<file path="config.mk">
export PLATFORM = sky130hd
export DESIGN_NAME = perf_report_ctrl
export DESIGN_NICKNAME = d
export VERILOG_FILES = /design/src/rtl/perf_report_ctrl.sv
export SDC_FILE = /design/constraint.sdc
export NUM_CORES = 1
export LEC_CHECK = 0
export ABC_CLOCK_PERIOD_IN_PS = 8600
export BUFFER_PORTS_ARGS = -buffer_cell sky130_fd_sc_hd__buf_2
export CORE_UTILIZATION = 62
export CTS_CLUSTER_DIAMETER = 60
export DETAILED_ROUTE_END_ITERATION = 10
export PLACE_DENSITY = 0.8
export SLEW_MARGIN = 5
export SYNTH_ARGS = -nofsm -noshare
export SYNTH_HDL_FRONTEND = slang
export SYNTH_SLANG_ARGS = --single-unit
</file>
<file path="constraint.sdc">
create_clock -name i_clk -period 8.6 [get_ports i_clk]
set_clock_uncertainty 0.15 [all_clocks]
set_input_delay 0.43 -clock i_clk [delete_from_list [all_inputs] [get_ports i_clk]]
set_output_delay 0.43 -clock i_clk [all_outputs]
set_load 0.1 [all_outputs]
</file>
<file path="src/rtl/perf_report_ctrl.sv">
// rtl/perf_report_ctrl.sv - windowed branch/IPC/memory performance counters with a report FIFO
module perf_report_fifo #(
    parameter int DW    = 34,
    parameter int DEPTH = 4
) (
    input  logic          clk,
    input  logic          rst,
    input  logic          push,
    input  logic [DW-1:0] wdata,
    input  logic          pop,
    output logic [DW-1:0] rdata,
    output logic          empty,
    output logic          accept
);
    localparam int AW = $clog2(DEPTH);

    logic [DW-1:0] mem [DEPTH];
    logic [AW:0]   wr_ptr;
    logic [AW:0]   rd_ptr;
    logic          full;
    logic          do_pop;

    // Extra pointer bit distinguishes full from empty when the indices match.
    assign empty  = (wr_ptr == rd_ptr);
    assign full   = (wr_ptr[AW] != rd_ptr[AW]) && (wr_ptr[AW-1:0] == rd_ptr[AW-1:0]);
    assign do_pop = pop && !empty;
    // A pop in the same cycle frees the slot, so a push into a full FIFO still lands.
    assign accept = push && (!full || do_pop);
    // Head is forced to zero while empty so outputs clear the moment reset empties us.
    assign rdata  = empty ? '0 : mem[rd_ptr[AW-1:0]];

    // Read/write pointer advance.
    always_ff @(posedge clk or posedge rst) begin
        if (rst) begin
            wr_ptr <= '0;
            rd_ptr <= '0;
        end else begin
            if (accept) wr_ptr <= wr_ptr + (AW+1)'(1);
            if (do_pop) rd_ptr <= rd_ptr + (AW+1)'(1);
        end
    end

    // Entry storage; contents need no reset because empty masks the head.
    always_ff @(posedge clk) begin
        if (accept) mem[wr_ptr[AW-1:0]] <= wdata;
    end
endmodule

module perf_report_ctrl #(
    parameter int WIN_W      = 16,
    parameter int CNT_W      = 16,
    parameter int DEF_WIN    = 1000,
    parameter int FIFO_DEPTH = 4
) (
    input  logic             i_clk,
    input  logic             i_rst,
    input  logic             i_cfg_we,
    input  logic [WIN_W-1:0] i_cfg_win,
    input  logic             i_start,
    input  logic             i_stop,
    input  logic             i_br_inst,
    input  logic             i_br_correct,
    input  logic             i_inst_done,
    input  logic             i_lsu_valid,
    input  logic             i_lsu_ready,
    output logic             o_rpt_valid,
    input  logic             i_rpt_ready,
    output logic [1:0]       o_rpt_id,
    output logic [CNT_W-1:0] o_rpt_num,
    output logic [CNT_W-1:0] o_rpt_den,
    output logic             o_running,
    output logic [7:0]       o_drop_cnt
);
    localparam int RW = 2 + 2*CNT_W;
    localparam int MW = (WIN_W > CNT_W) ? WIN_W : CNT_W;
    localparam logic [WIN_W-1:0] MIN_WIN   = WIN_W'(4);
    localparam logic [WIN_W-1:0] DEF_WIN_V = WIN_W'(DEF_WIN);

    typedef enum logic {IDLE = 1'b0, RUN = 1'b1} state_t;

    state_t           state;
    logic [WIN_W-1:0] win;
    logic [WIN_W-1:0] cyc;

    logic [CNT_W-1:0] br_num,  br_den,  ipc_num,  mem_num,  mem_den;
    logic [CNT_W-1:0] br_num_nx, br_den_nx, ipc_num_nx, mem_num_nx, mem_den_nx;

    logic [CNT_W-1:0] s_br_num, s_br_den, s_ipc_num, s_ipc_den, s_mem_num, s_mem_den;
    logic             emit_act;
    logic [1:0]       emit_idx;

    logic             win_end;
    logic [RW-1:0]    push_rec;
    logic [RW-1:0]    head_rec;
    logic             fifo_empty;
    logic             fifo_accept;
    logic             fifo_pop;

    // Counters stick at all-ones rather than wrapping.
    function automatic logic [CNT_W-1:0] sat_inc(input logic [CNT_W-1:0] v, input logic inc);
        sat_inc = (inc && (v != '1)) ? v + CNT_W'(1) : v;
    endfunction

    // Window length reported as the IPC denominator, clamped if it cannot fit CNT_W.
    function automatic logic [CNT_W-1:0] win_den(input logic [WIN_W-1:0] w);
        logic [MW-1:0] wx;
        logic [MW-1:0] lim;
        wx = MW'(w);
        lim = MW'({CNT_W{1'b1}});
        win_den = (wx > lim) ? '1 : CNT_W'(wx);
    endfunction

    // Last cycle of a window; a stop in that same cycle discards it instead.
    assign win_end = (state == RUN) && !i_stop && (cyc == win - WIN_W'(1));

    // Accumulator values including this cycle's events.
    always_comb begin
        br_den_nx  = sat_inc(br_den,  i_br_inst);
        br_num_nx  = sat_inc(br_num,  i_br_inst & i_br_correct);
        ipc_num_nx = sat_inc(ipc_num, i_inst_done);
        mem_den_nx = sat_inc(mem_den, i_lsu_valid);
        mem_num_nx = sat_inc(mem_num, i_lsu_valid & i_lsu_ready);
    end

    // Control FSM: window config, sampling state, cycle counter and accumulators.
    always_ff @(posedge i_clk or posedge i_rst) begin
        if (i_rst) begin
            state     <= IDLE;
            o_running <= 1'b0;
            win       <= DEF_WIN_V;
            cyc       <= '0;
            br_num    <= '0;
            br_den    <= '0;
            ipc_num   <= '0;
            mem_num   <= '0;
            mem_den   <= '0;
        end else begin
            case (state)
                IDLE: begin
                    if (i_cfg_we) win <= (i_cfg_win < MIN_WIN) ? MIN_WIN : i_cfg_win;
                    if (i_start && !i_stop) begin
                        state     <= RUN;
                        o_running <= 1'b1;
                        cyc       <= '0;
                        br_num    <= '0;
                        br_den    <= '0;
                        ipc_num   <= '0;
                        mem_num   <= '0;
                        mem_den   <= '0;
                    end
                end
                RUN: begin
                    if (i_stop) begin
                        state     <= IDLE;
                        o_running <= 1'b0;
                    end else if (win_end) begin
                        cyc     <= '0;
                        br_num  <= '0;
                        br_den  <= '0;
                        ipc_num <= '0;
                        mem_num <= '0;
                        mem_den <= '0;
                    end else begin
                        cyc     <= cyc + WIN_W'(1);
                        br_num  <= br_num_nx;
                        br_den  <= br_den_nx;
                        ipc_num <= ipc_num_nx;
                        mem_num <= mem_num_nx;
                        mem_den <= mem_den_nx;
                    end
                end
            endcase
        end
    end

    // Snapshot at window end, then emit one record per cycle; runs on even after a stop.
    always_ff @(posedge i_clk or posedge i_rst) begin
        if (i_rst) begin
            emit_act  <= 1'b0;
            emit_idx  <= 2'd0;
            s_br_num  <= '0;
            s_br_den  <= '0;
            s_ipc_num <= '0;
            s_ipc_den <= '0;
            s_mem_num <= '0;
            s_mem_den <= '0;
        end else if (win_end) begin
            emit_act  <= 1'b1;
            emit_idx  <= 2'd0;
            s_br_num  <= br_num_nx;
            s_br_den  <= br_den_nx;
            s_ipc_num <= ipc_num_nx;
            s_ipc_den <= win_den(win);
            s_mem_num <= mem_num_nx;
            s_mem_den <= mem_den_nx;
        end else if (emit_act) begin
            if (emit_idx == 2'd2) emit_act <= 1'b0;
            emit_idx <= emit_idx + 2'd1;
        end
    end

    // Record selected by the emitter slot: branch, IPC, memory.
    always_comb begin
        push_rec = '0;
        case (emit_idx)
            2'd0:    push_rec = {2'd0, s_br_num,  s_br_den};
            2'd1:    push_rec = {2'd1, s_ipc_num, s_ipc_den};
            default: push_rec = {2'd2, s_mem_num, s_mem_den};
        endcase
    end

    assign fifo_pop = o_rpt_valid && i_rpt_ready;

    perf_report_fifo #(
        .DW    (RW),
        .DEPTH (FIFO_DEPTH)
    ) u_fifo (
        .clk    (i_clk),
        .rst    (i_rst),
        .push   (emit_act),
        .wdata  (push_rec),
        .pop    (fifo_pop),
        .rdata  (head_rec),
        .empty  (fifo_empty),
        .accept (fifo_accept)
    );

    assign o_rpt_valid = !fifo_empty;
    assign o_rpt_id    = head_rec[RW-1 -: 2];
    assign o_rpt_num   = head_rec[2*CNT_W-1 -: CNT_W];
    assign o_rpt_den   = head_rec[CNT_W-1:0];

    // Saturating count of records the full FIFO turned away.
    always_ff @(posedge i_clk or posedge i_rst) begin
        if (i_rst) begin
            o_drop_cnt <= 8'd0;
        end else if (emit_act && !fifo_accept && (o_drop_cnt != 8'hFF)) begin
            o_drop_cnt <= o_drop_cnt + 8'd1;
        end
    end
endmodule

</file>
# After elaboration in Yosys (flattened, before gate mapping)
# Memory sizes are Yosys's and may differ from the RTL's.
# Index checks and enable logic that the tools add are counted.
[op_classes] add_sub_neg=11 order_cmp=2 n_eq_ne=15 n_mux=41 bitwise=3 reduce_logical=24
[op_table] operator="two-way mux 16 bit" count=20
[op_table] operator="case mux 16 bit (2 select lines)" count=6
[op_table] operator="adder 16 x 1 -> 16 bit, second input constant" count=6
[op_table] operator="inequality test 16 bit, second input constant" count=5
[op_table] operator="case mux 34 bit (2 select lines)" count=1
[op_table] operator="two-way mux 34 bit" count=1
[op_table] operator="== test 16 bit" count=1
[op_table] operator="> comparator 16 bit, second input constant" count=1
[op_table] operator="less-than comparator 16 x 3 -> 1 bit, second input constant" count=1
[op_table] operator="subtractor 16 x 1 -> 16 bit, second input constant" count=1
[op_table] operator="logical AND 1 bit" count=14
[op_table] operator="two-way mux 1 bit" count=9
[op_table] operator="adder 8 x 1 -> 8 bit, second input constant" count=1
[op_table] operator="inequality test 8 bit, second input constant" count=1
[op_table] operator="adder 3 x 1 -> 3 bit, second input constant" count=2
[op_table] operator="inequality test 2 bit, second input constant" count=3
[op_table] operator="AND reduction 2 bit" count=3
[op_table] operator="logical NOT 1 bit" count=4
[op_table] operator="two-way mux 2 bit" count=2
[op_table] operator="case mux 1 bit (2 select lines)" count=2
[op_table] operator="== test 3 bit" count=1
[op_table] operator="adder 2 x 1 -> 2 bit, second input constant" count=1
[op_table] operator="bitwise AND 1 bit" count=2
[op_table] operator="== test 2 x 1 -> 1 bit, second input constant" count=1
[op_table] operator="7 further kinds" count=7
[totals] register_bits=227 ram_bits=136 input_bits=27 out_inout_bits=44 wordCells=117 mem_count=1
[memory_table] name="u_fifo.mem" depth=4 width=34 read_ports=1 rd_clocked_by_memory_dff=0 write_ports=1 line="17" rtl="logic [DW-1:0] mem [DEPTH];"

# Logic depth before layout (Yosys ltp)
[logic_depth] word_depth=9 mapped_depth=12

# Cells and area by module
# From an unflattened synthesis, not the netlist that was laid out.
[hier_totals] cells_unflattened=1595 area_unflattened_um2=17384.2
[by_module_without_submodules] module="perf_report_ctrl" n_inst=1 cells_each=1339 area_per_inst_um2=11778.8 seq_area_each_um2=5537.8
[by_module_without_submodules] module="perf_report_fifo" n_inst=1 cells_each=256 area_per_inst_um2=5605.4 seq_area_each_um2=4234.1

# Worst setup path after synthesis
# OpenSTA, ideal clock, no wires.
[synth_timing] path_kind="reg2out" startpoint="register u_fifo.rd_ptr[0]" endpoint="output o_rpt_den[10]" arrival_ns=2.967 t_required_ns=8.020 path_slack_ns=5.053 stages_incl_launch_ff=5 path_buffers=2 cell_sequence="dfrtp_1 clkbuf_1 buf_1 mux4_2 nor2b_1"
[synth_between] elab_chain_len=2 word_cells_on_any_way=3 cone_classes="1 x eq/ne; 1 x mux; 1 x memory"
[synth_lines] item="start: declaration" line="19" rtl="logic [AW:0] rd_ptr;"
[synth_lines] item="start signal: assignment" line="39" rtl="if (do_pop) rd_ptr <= rd_ptr + (AW+1)'(1);"
[synth_lines] item="memory (4 x 34 bit) / == test 3 bit (equally long branches)"
[synth_lines] item="two-way mux 34 bit (*)" line="30" rtl="assign rdata = empty ? '0 : mem[rd_ptr[AW-1:0]];"
[synth_lines] item="end: declaration" line="70" rtl="output logic [CNT_W-1:0] o_rpt_den,"
# Mark *: on every way between the ends. The rest lies on a longest branch, timed or not.

# Worst setup path after layout
[layout_timing] startpoint="register win[4]" endpoint="register cyc[3]"
[layout_between] elab_chain_len=6
[layout_lines] item="start: declaration" line="82" rtl="logic [WIN_W-1:0] win;"
[layout_lines] item="start signal: assignment" line="140" rtl="if (i_cfg_we) win <= (i_cfg_win < MIN_WIN) ? MIN_WIN : i_cfg_win;"
[layout_lines] item="subtractor 16 x 1 -> 16 bit" line="114" rtl="assign win_end = (state == RUN) && !i_stop && (cyc == win - WIN_W'(1));"
[layout_lines] item="== test 16 bit" line="114"
[layout_lines] item="logical AND 1 bit" line="114"
[layout_lines] item="two-way mux 16 bit" line="156" rtl="end else if (win_end) begin"
[layout_lines] item="two-way mux 16 bit" line="153" rtl="if (i_stop) begin"
[layout_lines] item="case mux 16 bit (2 select lines)" line="138" rtl="case (state)"
[layout_lines] item="end signal: assignment" line="164" rtl="cyc <= cyc + WIN_W'(1);"
[layout_lines] item="end: declaration" line="83" rtl="logic [WIN_W-1:0] cyc;"
# Every way passes these cells. The select of a mux whose other input is x is not followed.
# A chain may end at the register's enable or synchronous reset.

==> flow_summary.ini <==
[floorplan]
row_count = 62
die_w_um = 173
start_util = 0.632
core_mm2 = 0.0288
die_y_um = 173
ios = 71
die_area_mm2 = 0.0300

[logic_synthesis]
synth_compound_area_frac = 0.146
synthTopCellsByCount = 291 x nand2_1, 221 x dfrtp_1, 221 x o21ai_0, 136 x edfxtp_1, 103 x clkbuf_1
yosysSeqAreaShare = 0.537
synth-seq-cells = 363
synth_edf_count = 136
synthCells = 1743
synthTopCellsByArea = dfrtp_1 30%, edfxtp_1 22%, o21ai_0 6.1%, nand2_1 6.0%, mux4_2 4.2%
syn-num-nets = 1787
synth_adder_area_share = 0.0117
synth.area.mux_share = 0.0563
synth-simple-area-share = 0.158
synth_top_area_frac = 0.304
ys_types = 73
avgSynthCellArea_um2 = 10.4
ys_warn_count = 0
synth-xor-area-share = 0.0534
netlist_area_mm2 = 0.0182
yosysMostFrequentCell = nand2_1
synth_top_flop_cell = dfrtp_1
synth_top_family_by_area = simple AND/OR/NAND/NOR gates
synth_largest_area_cell = dfrtp_1
async_flop_share = 0.625

[worst_setup_path]
path_max_fanout = 66
critPathMaxStageDelay_ps = 1020
path_class = reg -> reg
cp-start-kind = flip-flop
critPathCaptureType = flip-flop
slowest_stage = nor4_2
crit_buf_inv = 2
cp_common_cell = buf_4
path_cells = nor4_2, nand4b_1, a21boi_0, a221oi_4, nor2_4, buf_4, o21ai_4, buf_4, o21ai_0
cp.arrival_ps = 5100
critPathRequiredTime_ps = 8810
critical-path-top-delay-family = compound AO/OA/AOI/OAI gates

[power_and_ir_drop]
power_density_mw_per_mm2 = 255
power_leakage_nw = 7.77
worst_ir_drop_vdd_mv = 0.196

[finish]
areaGrowthSynthToFinish_pct = 10.8
fill_cells = 2037
drive_above_1_share = 0.130
n_antenna_cell = 0
largest_reg_flops = 136
finalNonFillerCells = 2171
fin_nets = 1800

[clock_tree]
cts_setup_buffers = 0
cts_htree_levels = 2
cts_tree = built
clk_latency_ps = 540
cts_buffers = 39
cts_resized = 0
clock-sinks = 363
hold_buffers = 15
clockBufferDepth = 3
path_clk_slew_ps = 60
clock-root-buffer = clkbuf_16

[placed_design]
globalplace.congestion = 0.885
dp.cells = 2084
dp_slack_ps = 3840
hpwlAfterDp_um = 27000
io_buffers = 70

[detailed_routing]
vias_per_cell = 6.46
dr.pass1.iters = 7
drcViolationCount = 0
via_count = 14014
drt_iter0_markers = 1472
ant_nets = 0
wire_per_inst_um = 20.3
wl_um = 44100

[sta]
setup_viol_count_final = 0
hold_viol = 0
fin_crit_ps = 4890
fmax_mhz = 204
period_share = 0.569
setup_tns_ps = 0
max_slew_margin = 0.224
setup_ws_ps = 3710
tightestPinTransition_ps = 1150
grt_setup_unrepaired = no
drv_slew = 0

[grt]
antenna_found_initial = 0
grt_pass1_vias = 13366
grt-ovfl-total = 0
grt_usage = 0.302
grt_first_pass_wirelength_um = 72100
grt_max_degree = 121

[job]
maxCapViolCount = 0

[min_path]
hp-class = in -> reg

[outcome]
outcome = completed
[cell type report]
cell class              count  area, um2  share of cell area
clock buffers              54       1100              0.0547
flip-flops and latches    363       9770               0.485
repair buffers            103        636              0.0315
inverters                  36        143             0.00707
well taps                 384        480              0.0238
multi-input cells        1213       7820               0.388
clock inverters            18        211              0.0105
[worst register-to-register path, cell delays in order, from the launching register on]
cell,delay [ps]
dfrtp_1,460
nor4_2,1020
nand4b_1,170
a21boi_0,210
a221oi_4,520
nor2_4,70
buf_4,340
o21ai_4,820
buf_4,700
o21ai_0,270
[layer usage]
| layer | wire length, um | track usage | up-vias |
|---|---|---|---|
| met5 | 0 | 0 | - |
| met4 | 1230 | 0.101 | 0 |
| met3 | 3580 | 0.0430 | 100 |
| met2 | 20700 | 0.465 | 592 |
| met1 | 18700 | 0.444 | 6980 |
| li1 | - | - | 6342 |
[path summary, 6_finish.rpt]
| kind | start | slack (ps) | cells after the start | end |
|---|---|---|---|---|
| setup / recovery | win[4] | 3710 | 9 | cyc[3] |
| hold / removal | i_cfg_win[8] | 20 | 3 | win[8] |
| setup reg to reg | win[4] | 3710 | 9 | cyc[3] |
| hold reg to reg | u_fifo.wr_ptr[2] | 350 | 1 | u_fifo.wr_ptr[2] |
| max in group asynchronous | i_rst | 5650 | 5 | s_br_den[15] |
| min in group asynchronous | i_rst | 370 | 3 | o_drop_cnt[4] |
[power by group]
group	internal (W)	switching, W	total (W)
clock	0.00102	0.000692	0.00171
sequential	0.00183	0.0000494	0.00187
combinational	0.000351	0.00120	0.00155
total	0.00320	0.00194	0.00514
[cells by family (layout without fill, tap and decap cells)]
kind of cell | after synthesis | in the layout
simple gates | 609 | 609
compound gates | 420 | 420
flops | 363 | 363
buf+inv | 167 | 211
xor+xnor | 111 | 111
mux | 56 | 56
fa+ha+maj | 17 | 17
[per-stage QoR]
stage | hold slack (ps) | instance area [um2] | util | power [W]
finish | 23.0 | 20200 | 0.701 | 0.00514
global route | 28.0 | 20200 | 0.701 | 0.00529
CTS | 18.5 | 20200 | 0.701 | 0.00515
detailed placement | 340 | 18700 | 0.650 | 0.00345
global placement | 324 | 18700 | 0.650 | 0.00343
floorplan | 312 | 18200 | - | 0.00320
[cells in the final DEF, fill, tap and decap left out, drive strengths merged, types with 15 or more instances in the layout]
master,count
xnor2,49
mux4,34
dlygate4sd3,15
ha,17
xor2,62
mux2,16
nor2,74
buf,88
clkbuf,54
nand2,291
o211ai,99
o21ai,226
nand3,50
a22oi,34
nand4,33
inv,37
edfxtp,136
nor2b,39
dfrtp,221
nor3,42
(Power assumes the default switching activity.)
